===== src/rtl/pipeline_ctrl_pkg.sv =====
// rtl/pipeline_ctrl_pkg.sv - shared types for the pipeline stall/flush sequencer
package pipeline_ctrl_pkg;

  localparam int REG_ADDR_W = 5;
  localparam int SB_DEPTH   = 3;

  typedef enum logic [1:0] {
    PC_SEQ    = 2'd0,
    PC_JAL    = 2'd1,
    PC_BRANCH = 2'd2
  } pc_src_t;

  typedef logic [2:0] pipe_state_t;
  localparam pipe_state_t ST_INIT   = 3'd0;
  localparam pipe_state_t ST_RUN    = 3'd1;
  localparam pipe_state_t ST_RAW    = 3'd2;
  localparam pipe_state_t ST_MEMW   = 3'd3;
  localparam pipe_state_t ST_BRPEND = 3'd4;

  typedef struct packed {
    logic                  valid;
    logic [REG_ADDR_W-1:0] rd;
  } sb_entry_t;

  function automatic logic sb_hit(input sb_entry_t e, input logic [REG_ADDR_W-1:0] r);
    return e.valid && (e.rd == r);
  endfunction

endpackage


===== src/rtl/pipeline_ctrl_scoreboard.sv =====
// rtl/pipeline_ctrl_scoreboard.sv - in-flight destination tracker for EX/MEM/WB
// Shifts with the pipeline and flags RAW hazards on the ID-stage source operands.
module hazard_scoreboard
  import pipeline_ctrl_pkg::*;
#(
  parameter int ADDR_WIDTH = REG_ADDR_W,
  parameter bit WB_BYPASS  = 1'b1
) (
  input  logic                  clk_i,
  input  logic                  rst_ni,
  input  logic                  i_advance,
  input  logic                  i_kill,
  input  logic                  i_load,
  input  logic [ADDR_WIDTH-1:0] i_rd,
  input  logic                  i_we,
  input  logic                  i_id_valid,
  input  logic [ADDR_WIDTH-1:0] i_rs1,
  input  logic                  i_rs1_used,
  input  logic [ADDR_WIDTH-1:0] i_rs2,
  input  logic                  i_rs2_used,
  output logic                  o_raw
);

  sb_entry_t r_sb_ex, r_sb_mem, r_sb_wb;
  sb_entry_t w_new;
  logic      w_hit1, w_hit2;
  logic [REG_ADDR_W-1:0] w_rs1, w_rs2;

  assign w_new.valid = i_load && i_we && (i_rd != '0);
  assign w_new.rd    = REG_ADDR_W'(i_rd);
  assign w_rs1       = REG_ADDR_W'(i_rs1);
  assign w_rs2       = REG_ADDR_W'(i_rs2);

  // i_kill drops the wrong-path instruction leaving EX when a branch resolves
  always_ff @(posedge clk_i or negedge rst_ni) begin
    if (!rst_ni) begin
      r_sb_ex  <= '0;
      r_sb_mem <= '0;
      r_sb_wb  <= '0;
    end else if (i_advance) begin
      r_sb_wb  <= r_sb_mem;
      r_sb_mem <= i_kill ? '0 : r_sb_ex;
      r_sb_ex  <= w_new;
    end
  end

  assign w_hit1 = sb_hit(r_sb_ex, w_rs1) || sb_hit(r_sb_mem, w_rs1) ||
                  (!WB_BYPASS && sb_hit(r_sb_wb, w_rs1));
  assign w_hit2 = sb_hit(r_sb_ex, w_rs2) || sb_hit(r_sb_mem, w_rs2) ||
                  (!WB_BYPASS && sb_hit(r_sb_wb, w_rs2));

  assign o_raw = i_id_valid &&
                 ((i_rs1_used && (i_rs1 != '0) && w_hit1) ||
                  (i_rs2_used && (i_rs2 != '0) && w_hit2));

endmodule


===== src/rtl/pipeline_ctrl.sv =====
// rtl/pipeline_ctrl.sv - stall/flush sequencer for the 5-stage core
// Holds the FSM, the per-cycle priority resolution and the performance counters.
module pipeline_ctrl
  import pipeline_ctrl_pkg::*;
#(
  parameter int ADDR_WIDTH = REG_ADDR_W,
  parameter bit WB_BYPASS  = 1'b1,
  parameter int CNT_WIDTH  = 32
) (
  input  logic                  clk_i,
  input  logic                  rst_ni,
  input  logic                  id_valid_i,
  input  logic [ADDR_WIDTH-1:0] id_rs1_i,
  input  logic                  id_rs1_used_i,
  input  logic [ADDR_WIDTH-1:0] id_rs2_i,
  input  logic                  id_rs2_used_i,
  input  logic [ADDR_WIDTH-1:0] id_rd_i,
  input  logic                  id_reg_we_i,
  input  logic                  id_jal_i,
  input  logic                  mem_branch_i,
  input  logic                  mem_stall_i,
  output logic [1:0]            pc_src_o,
  output logic                  pc_en_o,
  output logic                  if_id_en_o,
  output logic                  id_ex_en_o,
  output logic                  ex_mem_en_o,
  output logic                  mem_wb_en_o,
  output logic                  if_id_flush_o,
  output logic                  id_ex_flush_o,
  output logic                  ex_mem_flush_o,
  output logic [CNT_WIDTH-1:0]  stall_cnt_o,
  output logic [CNT_WIDTH-1:0]  flush_cnt_o
);

  pipe_state_t          r_state, w_state_nxt;
  logic [CNT_WIDTH-1:0] r_stall_cnt, r_flush_cnt;
  logic                 w_raw, w_br, w_run, w_advance, w_load;
  logic                 w_stall_evt, w_flush_evt;
  pc_src_t              w_pc_src;

  // A branch seen during a memory stall is remembered by the BRPEND state itself
  assign w_br      = mem_branch_i || (r_state == ST_BRPEND);
  assign w_run     = (r_state != ST_INIT) && !mem_stall_i;
  assign w_advance = w_run;
  assign w_load    = id_valid_i && !w_br && !w_raw;

  hazard_scoreboard #(
    .ADDR_WIDTH(ADDR_WIDTH),
    .WB_BYPASS (WB_BYPASS)
  ) u_sb (
    .clk_i     (clk_i),
    .rst_ni    (rst_ni),
    .i_advance (w_advance),
    .i_kill    (w_br),
    .i_load    (w_load),
    .i_rd      (id_rd_i),
    .i_we      (id_reg_we_i),
    .i_id_valid(id_valid_i),
    .i_rs1     (id_rs1_i),
    .i_rs1_used(id_rs1_used_i),
    .i_rs2     (id_rs2_i),
    .i_rs2_used(id_rs2_used_i),
    .o_raw     (w_raw)
  );

  always_comb begin
    w_pc_src       = PC_SEQ;
    pc_en_o        = 1'b1;
    if_id_en_o     = 1'b1;
    id_ex_en_o     = 1'b1;
    ex_mem_en_o    = 1'b1;
    mem_wb_en_o    = 1'b1;
    if_id_flush_o  = 1'b0;
    id_ex_flush_o  = 1'b0;
    ex_mem_flush_o = 1'b0;
    if (r_state == ST_INIT) begin
      {pc_en_o, if_id_en_o, id_ex_en_o, ex_mem_en_o, mem_wb_en_o} = '0;
      {if_id_flush_o, id_ex_flush_o, ex_mem_flush_o}              = '1;
    end else if (mem_stall_i) begin
      {pc_en_o, if_id_en_o, id_ex_en_o, ex_mem_en_o, mem_wb_en_o} = '0;
    end else if (w_br) begin
      w_pc_src = PC_BRANCH;
      {if_id_flush_o, id_ex_flush_o, ex_mem_flush_o} = '1;
    end else if (w_raw) begin
      pc_en_o       = 1'b0;
      if_id_en_o    = 1'b0;
      id_ex_flush_o = 1'b1;
    end else if (id_jal_i) begin
      w_pc_src      = PC_JAL;
      if_id_flush_o = 1'b1;
    end
  end

  assign pc_src_o    = w_pc_src;
  assign w_stall_evt = (r_state != ST_INIT) && (mem_stall_i || (!w_br && w_raw));
  assign w_flush_evt = w_run && (w_br || (!w_raw && id_jal_i));

  always_comb begin
    w_state_nxt = ST_RUN;
    if (r_state == ST_INIT)
      w_state_nxt = ST_RUN;
    else if (mem_stall_i)
      w_state_nxt = w_br ? ST_BRPEND : ST_MEMW;
    else if (!w_br && w_raw)
      w_state_nxt = ST_RAW;
  end

  always_ff @(posedge clk_i or negedge rst_ni) begin
    if (!rst_ni) begin
      r_state     <= ST_INIT;
      r_stall_cnt <= '0;
      r_flush_cnt <= '0;
    end else begin
      r_state <= w_state_nxt;
      if (w_stall_evt && (r_stall_cnt != '1))
        r_stall_cnt <= r_stall_cnt + 1'b1;
      if (w_flush_evt && (r_flush_cnt != '1))
        r_flush_cnt <= r_flush_cnt + 1'b1;
    end
  end

  assign stall_cnt_o = r_stall_cnt;
  assign flush_cnt_o = r_flush_cnt;

endmodule


===== config.mk =====
export PLATFORM = sky130hd
export DESIGN_NAME = pipeline_ctrl
export DESIGN_NICKNAME = d
export VERILOG_FILES = /design/src/rtl/pipeline_ctrl_pkg.sv /design/src/rtl/pipeline_ctrl_scoreboard.sv /design/src/rtl/pipeline_ctrl.sv
export SDC_FILE = /design/constraint.sdc
export NUM_CORES = 1
export LEC_CHECK = 0
export CORE_MARGIN = 3
export CORE_UTILIZATION = 30
export CTS_BUF_LIST = sky130_fd_sc_hd__clkbuf_8
export CTS_CLUSTER_SIZE = 25
export DETAILED_ROUTE_END_ITERATION = 8
export PLACE_DENSITY = 0.54
export SETUP_SLACK_MARGIN = 0.5
export SLEW_MARGIN = 0
export SYNTH_ARGS = -nofsm -noshare
export SYNTH_HDL_FRONTEND = slang
export SYNTH_SLANG_ARGS = --single-unit

===== constraint.sdc =====
create_clock -name clk_i -period 2.1 [get_ports clk_i]
set_input_delay 0.315 -clock clk_i [delete_from_list [all_inputs] [get_ports clk_i]]
set_output_delay 0.315 -clock clk_i [all_outputs]
set_load 0.005 [all_outputs]

# After elaboration in Yosys (flattened, before gate mapping)
# Cells that the tools add are included.
dict set report totals {
  register_bits 79
  inputBits 24
  output_inout_bits 74
  wordCells 78
}
dict set report classes {
  addsub 2
  n_eq_ne 7
  muxes 28
  reduce_logical 34
}
# cell n
set op_table {}
lappend op_table {{$add 32x1->32 const B} 2}
lappend op_table {{$ne 32x32->1 const B} 2}
lappend op_table {{$eq 5x5->1} 4}
lappend op_table {{$logic_and 1x1->1} 20}
lappend op_table {{$mux 1} 20}
lappend op_table {{$reduce_bool 5->1} 3}
lappend op_table {{$mux 3} 3}
lappend op_table {{$mux 2} 4}
lappend op_table {{$logic_or 1x1->1} 6}
lappend op_table {{$mux 6} 1}
lappend op_table {{$eq 3x3->1 const B} 1}
lappend op_table {{$logic_not 1->1} 3}
lappend op_table {{$logic_not 3->1} 1}
lappend op_table {{$reduce_bool 3->1} 1}

# Logic depth before layout (Yosys ltp)
# Gate-level depths: netlist of run 1.
dict set report depth {
  ltp_word 11
  depth_mapped 8
  depth_no_buf 8
}

# Cells and area by module
# Synthesis of run 1 repeated with hierarchy kept, for this count alone.
dict set report unflattened {
  cells_unflattened 393
  hier_area_um2 4189.0
}
# mod n_inst cells_each area_per_inst_um2 seq_area_each_um2
set modules_own_cells {}
lappend modules_own_cells {pipeline_ctrl 1 319 3435.8 1676.6}
lappend modules_own_cells {hazard_scoreboard 1 74 753.2 300.3}

# Worst setup path before layout of run 1
# OpenSTA, ideal clock, no wires.
dict set report synth_timing {
  path_kind {flip-flop to flip-flop}
  startpoint {register u_sb.r_sb_ex[4] (netlist bit)}
  endpoint {register r_stall_cnt[23], in the netlist stall_cnt_o[23]}
  setup_time_ns 0.128
  arrival_time_ns 2.112
  t_required_ns 1.972
  slack_ns -0.140
  path_stages_with_launch 9
  path_buffers 1
  synth_period_minus_slack_ns 2.240
  path_cell_list {dfrtp_1 -> xor2_1 -> nor4_1 -> a32oi_1 -> o22ai_2 -> a21oi_2 -> buf_2 -> nor3_1 -> mux2_1}
}
dict set report synth_via {
  elab_chain_len 10
  word_cells_on_any_way 14
  cone_classes {2 x eq/ne; 12 x reduce/logical}
}
# item line_no
set synth_rtl {}
lappend synth_rtl {{from (decl)} pipeline_ctrl_scoreboard.sv:24} ;# sb_entry_t r_sb_ex, r_sb_mem, r_sb_wb;
lappend synth_rtl {{from (signal assigned)} pipeline_ctrl_scoreboard.sv:43} ;# r_sb_ex <= w_new;
lappend synth_rtl {{$eq 5x5->1} pipeline_ctrl_pkg.sv:26} ;# return e.valid && (e.rd == r);
lappend synth_rtl {{$logic_and 1x1->1} pipeline_ctrl_pkg.sv:26}
lappend synth_rtl {{$logic_or 1x1->1, on equally long branches} {pipeline_ctrl_scoreboard.sv:47, pipeline_ctrl_scoreboard.sv:49}}
lappend synth_rtl {{$logic_and 1x1->1, on equally long branches} {pipeline_ctrl_scoreboard.sv:53, pipeline_ctrl_scoreboard.sv:54}}
lappend synth_rtl {{$logic_or 1x1->1 (*)} pipeline_ctrl_scoreboard.sv:53} ;# ((i_rs1_used && (i_rs1 != '0) && w_hit1) ||
lappend synth_rtl {{$logic_and 1x1->1 (*)} pipeline_ctrl_scoreboard.sv:52} ;# assign o_raw = i_id_valid &&
lappend synth_rtl {{$logic_and 1x1->1 (*)} pipeline_ctrl.sv:95} ;# assign w_stall_evt = (r_state != ST_INIT) && (mem_stall_i || (!w_br && w_raw));
lappend synth_rtl {{$logic_or 1x1->1 (*)} pipeline_ctrl.sv:95}
lappend synth_rtl {{$logic_and 1x1->1 (*)} pipeline_ctrl.sv:95}
lappend synth_rtl {{$logic_and 1x1->1 (*)} pipeline_ctrl.sv:115} ;# if (w_stall_evt && (r_stall_cnt != '1))
lappend synth_rtl {{to (signal assigned)} pipeline_ctrl.sv:116} ;# r_stall_cnt <= r_stall_cnt + 1'b1;
lappend synth_rtl {{to (decl)} pipeline_ctrl.sv:36} ;# logic [CNT_WIDTH-1:0] r_stall_cnt, r_flush_cnt;
# Mark *: on every way between the ends. The rest lies on a longest branch, timed or not.
# A chain may end at the register's enable or synchronous reset.

# Worst setup path in the final report of run 1
dict set report layout_timing {
  startpoint {register u_sb.r_sb_ex[4] (netlist bit)}
  endpoint {output port pc_src_o[0]}
}
dict set report layout_via {
  elab_chain_len 10
  word_cells_on_any_way 14
  cone_classes {2 x eq/ne; 4 x mux; 8 x reduce/logical}
}
# item line_no
set layout_rtl {}
lappend layout_rtl {{$eq 5x5->1} pipeline_ctrl_pkg.sv:26}
lappend layout_rtl {{$logic_and 1x1->1} pipeline_ctrl_pkg.sv:26}
lappend layout_rtl {{$logic_or 1x1->1, on equally long branches} {pipeline_ctrl_scoreboard.sv:47, pipeline_ctrl_scoreboard.sv:49}}
lappend layout_rtl {{$logic_and 1x1->1, on equally long branches} {pipeline_ctrl_scoreboard.sv:53, pipeline_ctrl_scoreboard.sv:54}}
lappend layout_rtl {{$logic_or 1x1->1 (*)} pipeline_ctrl_scoreboard.sv:53}
lappend layout_rtl {{$logic_and 1x1->1 (*)} pipeline_ctrl_scoreboard.sv:52}
lappend layout_rtl {{$mux 1 (*)} pipeline_ctrl.sv:84} ;# end else if (w_raw) begin
lappend layout_rtl {{$mux 2 (*)} pipeline_ctrl.sv:81} ;# end else if (w_br) begin
lappend layout_rtl {{$mux 2 (*)} pipeline_ctrl.sv:79} ;# end else if (mem_stall_i) begin
lappend layout_rtl {{$mux 2 (*)} pipeline_ctrl.sv:76} ;# if (r_state == ST_INIT) begin
lappend layout_rtl {{to (decl)} pipeline_ctrl.sv:22} ;# output logic [1:0] pc_src_o,
# Marks and branches as above.

==> results of run 1 <==
flip-flops by register name (all words and copies together) (netlist names):
name	cells
flush_cnt_o	32
r_state	3
u_sb.r_sb_ex	6
stall_cnt_o	32
u_sb.r_sb_mem	6
how the worst max path moves through the flow:
stage	endpoint	start	slack, ns	cells past startpoint
floorplan	stall_cnt_o[23]$_DFFE_PN0P_	u_sb.r_sb_ex[0]$_DFFE_PN0P_	0.04	8
global placement	if_id_flush_o	id_rs2_i[1]	-0.81	8
detailed placement	if_id_flush_o	id_rs2_i[1]	-0.83	8
CTS	if_id_flush_o	u_sb.r_sb_ex[4]$_DFFE_PN0P_	-0.52	9
global route	pc_src_o[0]	u_sb.r_sb_mem[1]$_DFFE_PN0P_	-0.57	9
finish	pc_src_o[0]	u_sb.r_sb_ex[4]$_DFFE_PN0P_	-0.47	9
final cells by class:
cell class              count  area [µm²]
fillers                  1134        5545
clock inverters             4       45.04
flip-flops and latches     79        1981
multi-input cells         300        2813
inverters                   2       10.01
well taps                 176       220.2
clock buffers              12       165.2
repair buffers            283        2621
power by group through the flow:
stage          sequential (mW)  clock, mW  combinational, mW
2_1_floorplan             1.94          0              0.417
3_5_place_dp              1.91          0               1.23
3_3_place_gp              1.90          0               1.22
6_report                  1.85       1.22               1.71
5_1_grt                   1.87       1.32               1.85
4_1_cts                   1.84       1.24               1.57
repair_timing:
action,4_1_cts,5_1_grt
pin swaps,72,71
setup buffers,81,19
setup endpoints to repair,143,97
resized for setup,220,64
gates cloned,3,1
hold endpoints to repair,35,0
hold buffers,1,0
through the flow:
step | power, mW | hold WS, ns | worst slack (ns) | setup TNS (ns)
after detailed placement | 3.141 | 0.3205 | -0.8272 | -38.04
final | 4.771 | 0.4489 | -0.4726 | -20.45
after global routing | 5.042 | 0.5038 | -0.5718 | -28.35
after floorplan | 2.357 | 0.01941 | 0.04272 | 0
after CTS | 4.652 | 0.4583 | -0.5227 | -22.23
after global placement | 3.121 | 0.3158 | -0.8109 | -36.32
layout by cell type, fill, tap and decap left out, drive strengths merged, types with 2 or more instances in the layout:
master         instances
o21ai                  5
clkdlybuf4s50         15
clkdlybuf4s15          2
a21o                   2
and3                  19
xor2                  46
buf                  197
inv                    4
nor4                  16
xnor2                 34
clkbuf                13
a32oi                  2
nor4b                  3
nand3                 30
dfrtp                 79
nand4                 28
and2                   8
a21oi                  5
or4                    3
a22o                   6
dlygate4sd2           61
nand2                 35
mux2                   4
nor2                  13
a211oi                 2
nor3                  18
ha                     2
dlymetal6s2s           6
and4                   9
synth_stat cells, drive strengths merged, types with 3 or more instances:
library cell  number
clkbuf             9
nor3              18
dfrtp             79
and3              19
and4               9
a22o               6
buf                9
nor4              16
xnor2             34
mux2               4
nor4b              3
o21ai              5
nand2             35
and2               8
nor2              13
nand3             30
or4                3
nand4             28
a21oi              5
xor2              46
layer usage:
metal / routed length (µm) / GRT usage (%)
met2: 7242 / 31.97
met5: 0 / 0
met1: 6052 / 23.73
met3: 715 / 4.450
met4: 215 / 5.813
cells by family after synthesis:
logic type | after synthesis | share of synthesized area (%)
AO/OA/AOI/OAI | 27 | 4.898
flip-flops | 79 | 47.48
XOR/XNOR | 80 | 16.83
adder cells (fa/ha/maj) | 2 | 0.6009
AND/OR/NAND/NOR | 187 | 26.86
buffers and inverters | 20 | 2.254
multiplexers | 4 | 1.082
worst max-delay path, stage by stage, from the launching register on:
cell and delay (ns):
dfrtp_1 0.44, xor2_1 0.18, nor4_2 0.26, a32oi_1 0.15, o22ai_2 0.25, buf_4 0.16, a21oi_2 0.05, buf_4 0.14
and3_4 0.16, buf_6 0.12
==> results_dict.tcl, run 1 <==
set metrics [dict create \
    synth.distinct_cells 39 \
    synthDominantCellAreaShare_pct 47.48 \
    syn_area_per_cell_um2 10.44 \
    r2r-start "u_sb.r_sb_ex[4]$_DFFE_PN0P_" \
    numCtsBuffers 9 \
    htreeDepth 3 \
    antenna_found_initial 0 \
    fin_skew_ns 0.01313 \
    initial_core_util_pct 31.07 \
    async_flop_share_pct 100.0 \
    rsz0062_at_grt "yes" \
    setup.worst_path.start_class "flop" \
    fin_area_um2 7855 \
    grt_pass1_wl_um 22720 \
    synth_seq_area_share_pct 47.48 \
    clk_pin_slew_ns 0.08 \
    hp-class "in2async" \
    syn_area_um2 4164 \
    synth_top_area_cell "dfrtp_1" \
    row_count 42 \
    yosys-top-cells-area "dfrtp_1 (47%), xor2_1 (9.7%), xnor2_1 (7.2%)" \
    drive_above_1_share_pct 45.88 \
    crit_type "reg2out" \
    io_pins 98 \
    gr-total-overflow 0 \
    dr.pass1.iters 4 \
    arrival_ns 2.26 \
    first_iter_violations 188 \
    tightest_slew_ns 0.5263 \
    coreArea_um2 13400 \
    routed_via_density 4.933 \
    nets 701 \
    finalMaxSlewViolations 0 \
    die_width_um 123.8 \
    max-cap-violations 0 \
    min_period_ns 2.573 \
    fmax_mhz 388.7 \
    timing.rr.end "stall_cnt_o[14]$_DFFE_PN0P_" \
    tritoncts "yes" \
    dp_hpwl_um 8525 \
    synthCells 399 \
    gr-usage-all-layers_pct 18.83 \
    fin_cells 856 \
    yosys_register_bits 79 \
    fin_ws_ns -0.4726 \
    p_sw_mw 1.464 \
    ant_nets 0 \
    die_y_um 123.8 \
    dp.cells 735 \
    cellPowerDensity_nw_per_um2 607.4 \
    intPower_mw 3.307 \
    grt_pass1_vias 4496 \
    final_core_util_pct 58.62 \
    violations "negative setup slack" \
    crit_path_end_kind "primary output" \
    slew_headroom_pct 64.83 \
    cp_max_fo 3 \
    dpl_cell_area_um2 6010 \
    synth_edf_count 0 \
    avgRoutedWirePerCell_um 16.62 \
    synth_nets 425 \
    reg2reg_slack_ns -0.45 \
    yosysWarnings 0 \
    p_leak_nw 3.746 \
    syn2layout_area_growth_pct 88.64 \
    clk_path_buf_depth 2 \
    hold_violations 0 \
    switching_share_pct 30.69 \
    place_congestion 0.8268 \
    worstSkewPairLatency_ns 0.37 \
    antenna-diode-count 0 \
    ir_drop_uv 379.9 \
    die_area_um2 15330 \
    status "complete, but fails checks" \
    p_seq_share_pct 38.7 \
    p_clk_share_pct 25.5 \
    r2r_cells 13 \
    fin_crit_sh_pct 122.5 \
    route.detailed.drc 0 \
    root_buffer "clkbuf_8" \
    setup_viol 69 \
    grt_max_degree 45 \
    via_count 4223 \
    io_buffers 97 \
    ys.flop_type "dfrtp_1" \
    crit_required_ns 1.78 \
    cts_sinks 79 \
    wirelength_um 14230 \
    p_comb_share_pct 35.8 \
]
Note: power is estimated with default switching activity, not from simulation.
==> run 2: changes to the inputs <==
--- a/config.mk
+++ b/config.mk
@@ -16,3 +16,4 @@
 export SYNTH_ARGS = -nofsm -noshare
 export SYNTH_HDL_FRONTEND = slang
 export SYNTH_SLANG_ARGS = --single-unit
+export TNS_END_PERCENT = 20
==> results_dict.tcl, run 2 (same netlist as run 1, synthesis figures left out) <==
set metrics [dict create \
    status "complete, but fails checks" \
    violations "negative setup slack" \
    min_period_ns 2.551 \
    initial_core_util_pct 31.07 \
    fin_area_um2 6654 \
    hp-class "reg2reg" \
    clk_path_buf_depth 2 \
    worstSkewPairLatency_ns 0.36 \
    wirelength_um 12460 \
    dp.cells 740 \
    fin_crit_sh_pct 121.5 \
    row_count 42 \
    routed_via_density 4.997 \
    slowest_stage "dfrtp_2" \
    max-cap-violations 0 \
    tritoncts "yes" \
    clk_pin_slew_ns 0.08 \
    cp_num_buf_inv 5 \
    drive_above_1_share_pct 31.82 \
    syn2layout_area_growth_pct 59.80 \
    rsz0062_at_grt "yes" \
    path_cells "buf_6, xor2_2, nor4_1, a32oi_1, o22ai_2, buf_6, buf_6, buf_4, a21oi_4, buf_6, nor3_2, mux2_4" \
    avgRoutedWirePerCell_um 16.19 \
    antenna-diode-count 0 \
    crit_type "reg2reg" \
    final_cell_mix "buf_4 (80), dfrtp_1 (75), dlygate4sd2_1 (70), xor2_1 (45)" \
    dp_hpwl_um 8809 \
    ant_nets 0 \
    first_iter_violations 179 \
    coreArea_um2 13400 \
    cp_slowest_stage_delay_ns 0.45 \
    die_y_um 123.8 \
    route.detailed.drc 0 \
    die_width_um 123.8 \
    p_leak_nw 3.107 \
    cp_max_fo 8 \
    gr-total-overflow 0 \
    dr.pass1.iters 4 \
    cts_sinks 79 \
    grt_pass1_vias 3973 \
    io_buffers 97 \
    finalMaxSlewViolations 0 \
    crit_path_end_kind "flop" \
    grt_max_degree 42 \
    place_congestion 0.9017 \
    hold_violations 0 \
    grt_pass1_wl_um 19930 \
    die_area_um2 15330 \
    dpl_worst_slack_ns -0.8597 \
    root_buffer "clkbuf_8" \
    numCtsBuffers 9 \
    cellPowerDensity_nw_per_um2 650.2 \
    dpl_cell_area_um2 5957 \
    final_core_util_pct 49.65 \
    htreeDepth 3 \
    fmax_mhz 392.0 \
    fin_cells 770 \
    r2r_cells 12 \
    holdPathStages 1 \
    setup_tns_ns -20.68 \
    antenna_found_initial 0 \
    crit_top_cell "buf_6" \
    arrival_ns 2.80 \
    crit_required_ns 2.35 \
    gr-usage-all-layers_pct 16.51 \
    setup.worst_path.start_class "flop" \
    worstSetupPathDepth 12 \
    nets 615 \
    via_count 3848 \
    fin_ws_ns -0.4509 \
    fin_skew_ns 0.01334 \
    nFillCells 1259 \
    ir_drop_uv 503.4 \
    layout_commonest_cell "buf_4" \
    slew_headroom_pct 62.72 \
    tightest_slew_ns 0.5592 \
    setup_viol 69 \
    path_delay_family "compound AO/OA/AOI/OAI gates" \
    io_pins 98 \
]
run 2: layout make-up:
cell class | instances | area [µm²] | area share, %
clock buffer | 10 | 137.6 | 2.068
clock inverter | 6 | 61.31 | 0.9214
inverter | 2 | 10.01 | 0.1504
multi-input combinational | 300 | 2461 | 36.99
sequential | 79 | 1982 | 29.79
tap | 176 | 220.2 | 3.310
timing repair buffer | 197 | 1782 | 26.78
run 2: power by group:
| group | total (mW) | switching, mW | internal (mW) |
|---|---|---|---|
| clock network | 1.16 | 0.582 | 0.575 |
| logic | 1.31 | 0.615 | 0.698 |
| registers | 1.86 | 0.152 | 1.70 |
| total | 4.33 | 1.35 | 2.98 |
run 2: per-layer routing:
layer | vias to the layer above | global-route usage, % | share of wire, %
met4 | 0 | 6.021 | 1.8
met5 | - | 0 | 0
li1 | 1829 | - | -
met2 | 93 | 26.29 | 48
met3 | 21 | 3.633 | 4.5
met1 | 1905 | 22.06 | 46
run 2: repair_timing:
| item | 4_1_cts | 5_1_grt |
|---|---|---|
| pin swaps | 42 | 38 |
| buffers inserted | 12 | 0 |
| gates resized for setup | 150 | 58 |
| cloned | 1 | 0 |
| setup endpoints to repair | 145 | 86 |
| hold buffers | 1 | 0 |
| endpoints found under the hold margin | 38 | 0 |
run 2: path summary, 6_finish.rpt:
path | startpoint | to | slack (ns)
min in group asynchronous | rst_ni | stall_cnt_o[17]$_DFFE_PN0P_ | 0.49
worst max-delay path | u_sb.r_sb_ex[4]$_DFFE_PN0P_ | stall_cnt_o[23]$_DFFE_PN0P_ | -0.45
worst min register to register | stall_cnt_o[31]$_DFFE_PN0P_ | stall_cnt_o[31]$_DFFE_PN0P_ | 0.48
worst max register to register | u_sb.r_sb_ex[4]$_DFFE_PN0P_ | stall_cnt_o[23]$_DFFE_PN0P_ | -0.45
worst min-delay path | stall_cnt_o[31]$_DFFE_PN0P_ | stall_cnt_o[31]$_DFFE_PN0P_ | 0.48
max in group asynchronous | rst_ni | u_sb.r_sb_ex[4]$_DFFE_PN0P_ | 0.99
run 2: per-stage QoR:
step | total power, mW | hold WS (ns)
3_3_place_gp | 3.148 | 0.3369
5_1_grt | 4.571 | 0.4912
2_1_floorplan | 2.341 | 0.01941
3_5_place_dp | 3.177 | 0.3366
4_1_cts | 4.337 | 0.4835
6_report | 4.326 | 0.4827
==> run 3: changes to the inputs <==
--- a/config.mk
+++ b/config.mk
@@ -11,6 +11,7 @@
 export CTS_CLUSTER_SIZE = 25
 export DETAILED_ROUTE_END_ITERATION = 8
 export PLACE_DENSITY = 0.54
+export REMOVE_ABC_BUFFERS = 1
 export SETUP_SLACK_MARGIN = 0.5
 export SLEW_MARGIN = 0
 export SYNTH_ARGS = -nofsm -noshare
==> results_dict.tcl, run 3 (same netlist as run 1, synthesis figures left out) <==
set metrics [dict create \
    hold_violations 0 \
    place_congestion 0.8678 \
    via_count 3830 \
    crit_type "reg2out" \
    gr-total-overflow 0 \
    nFillCells 1288 \
    root_buffer "clkbuf_8" \
    multi_input_area_um2 2444 \
    layout_commonest_cell "buf_4" \
    die_area_um2 15330 \
    avgRoutedWirePerCell_um 15.56 \
    fin_skew_ns 0.01208 \
    initial_core_util_pct 31.07 \
    cp_max_fo 3 \
    dp_hpwl_um 8554 \
    dpl_worst_slack_ns -0.8256 \
    status "complete, but fails checks" \
    dr.pass1.iters 4 \
    io_pins 98 \
    fin_crit_sh_pct 119.8 \
    first_iter_violations 127 \
    gr-usage-all-layers_pct 16.80 \
    crit_path_end_kind "primary output" \
    ant_nets 0 \
    row_count 42 \
    final_cell_mix "buf_4 (80), dfrtp_1 (77), dlygate4sd2_1 (68), xor2_1 (46), xnor2_1 (34)" \
    tritoncts "yes" \
    clk_pin_slew_ns 0.08 \
    htreeDepth 3 \
    grt_pass1_wl_um 20270 \
    arrival_ns 2.20 \
    wirelength_um 12060 \
    coreArea_um2 13400 \
    max-cap-violations 0 \
    seq_area_um2 1979 \
    rsz0062_at_grt "yes" \
    violations "negative setup slack" \
    grt_pass1_vias 3921 \
    fin_ws_ns -0.4164 \
    hp-class "in2async" \
    slew_headroom_pct 60.42 \
    routed_via_density 4.942 \
    io_buffers 97 \
    clk_path_buf_depth 2 \
    fmax_mhz 397.4 \
    cts_sinks 79 \
    finalMaxSlewViolations 0 \
    min_period_ns 2.516 \
    drive_above_1_share_pct 31.72 \
    antenna-diode-count 0 \
    crit_required_ns 1.78 \
    p_leak_nw 3.129 \
    antenna_found_initial 0 \
    setup.worst_path.start_class "flop" \
    syn2layout_area_growth_pct 60.43 \
    route.detailed.drc 0 \
    setup_viol 69 \
    worstSkewPairLatency_ns 0.36 \
    nets 620 \
    total_power_mw 4.368 \
    reg2reg_slack_ns -0.39 \
    grt_max_degree 43 \
    die_y_um 123.8 \
    numCtsBuffers 9 \
    tightest_slew_ns 0.5892 \
    ir_drop_uv 428.7 \
    die_width_um 123.8 \
    final_core_util_pct 49.85 \
    cellPowerDensity_nw_per_um2 653.8 \
]
## run 3: changes by cell type in the layout (fill, tap and decap cells not counted), sizes merged
cell | before | now
clkbuf | 12 | 13
buf | 107 | 114
dlymetal6s2s | 5 | 3
dlygate4sd2 | 70 | 68
clkdlybuf4s50 | 12 | 15
clkinv | 1 | 2
clkinvlp | 3 | 0
## run 3: final timing paths
check	cells past startpoint	endpoint	startpoint
worst min-delay path	2	flush_cnt_o[17]$_DFFE_PN0P_	rst_ni
max in group asynchronous	3	flush_cnt_o[10]$_DFFE_PN0P_	rst_ni
worst max register to register	11	stall_cnt_o[23]$_DFFE_PN0P_	u_sb.r_sb_mem[0]$_DFFE_PN0P_
worst max-delay path	8	if_id_flush_o	u_sb.r_sb_mem[0]$_DFFE_PN0P_
min in group clk_i	1	stall_cnt_o[31]$_DFFE_PN0P_	stall_cnt_o[31]$_DFFE_PN0P_
worst min register to register	1	stall_cnt_o[31]$_DFFE_PN0P_	stall_cnt_o[31]$_DFFE_PN0P_
## run 3: area by class of cell
type	count	area share, %
sequential	79	29.63
multi-input combinational	300	36.58
inverter	2	0.1498
clock inverter	4	0.6556
tap	176	3.296
timing repair buffer	202	27.21
clock buffer	12	2.472
## run 3: power by group
part	switching (mW)	internal, mW
Sequential	0.158	1.70
Combinational	0.605	0.707
Clock	0.555	0.639
## run 3: worst max-delay path, stage by stage (launching register included)
cell     delay [ns]
dfrtp_2        0.44
xor2_1         0.18
nor4_2         0.32
a32oi_2        0.18
o22ai_4        0.23
buf_6          0.15
a21oi_2        0.05
a21o_1         0.16
buf_2          0.12
## run 3: routing by layer
metal	wire, µm	global-route usage, %	vias to the layer above
met5	0	0	-
met4	167	6.505	0
met3	451	3.542	10
met2	5862	26.50	76
met1	5574	22.60	1900
li1	-	-	1844
## run 3: repair_timing
item	in CTS	in global routing
cloned	1	0
pin swaps	45	18
endpoints found under the setup margin	144	86
resized for setup	185	24
endpoints found under the hold margin	37	0
hold buffers	1	0
setup buffers	17	2
## run 3: through the flow
stage	instances	area (µm²)	hold slack (ns)	setup TNS [ns]
6_report	775	6680	0.4627	-15.26
5_1_grt	775	6680	0.5000	-23.57
4_1_cts	773	6566	0.4671	-15.56
3_5_place_dp	738	5932	0.3365	-41.68
3_3_place_gp	738	5932	0.3296	-38.97
2_1_floorplan	381	4078	0.01941	-28.41
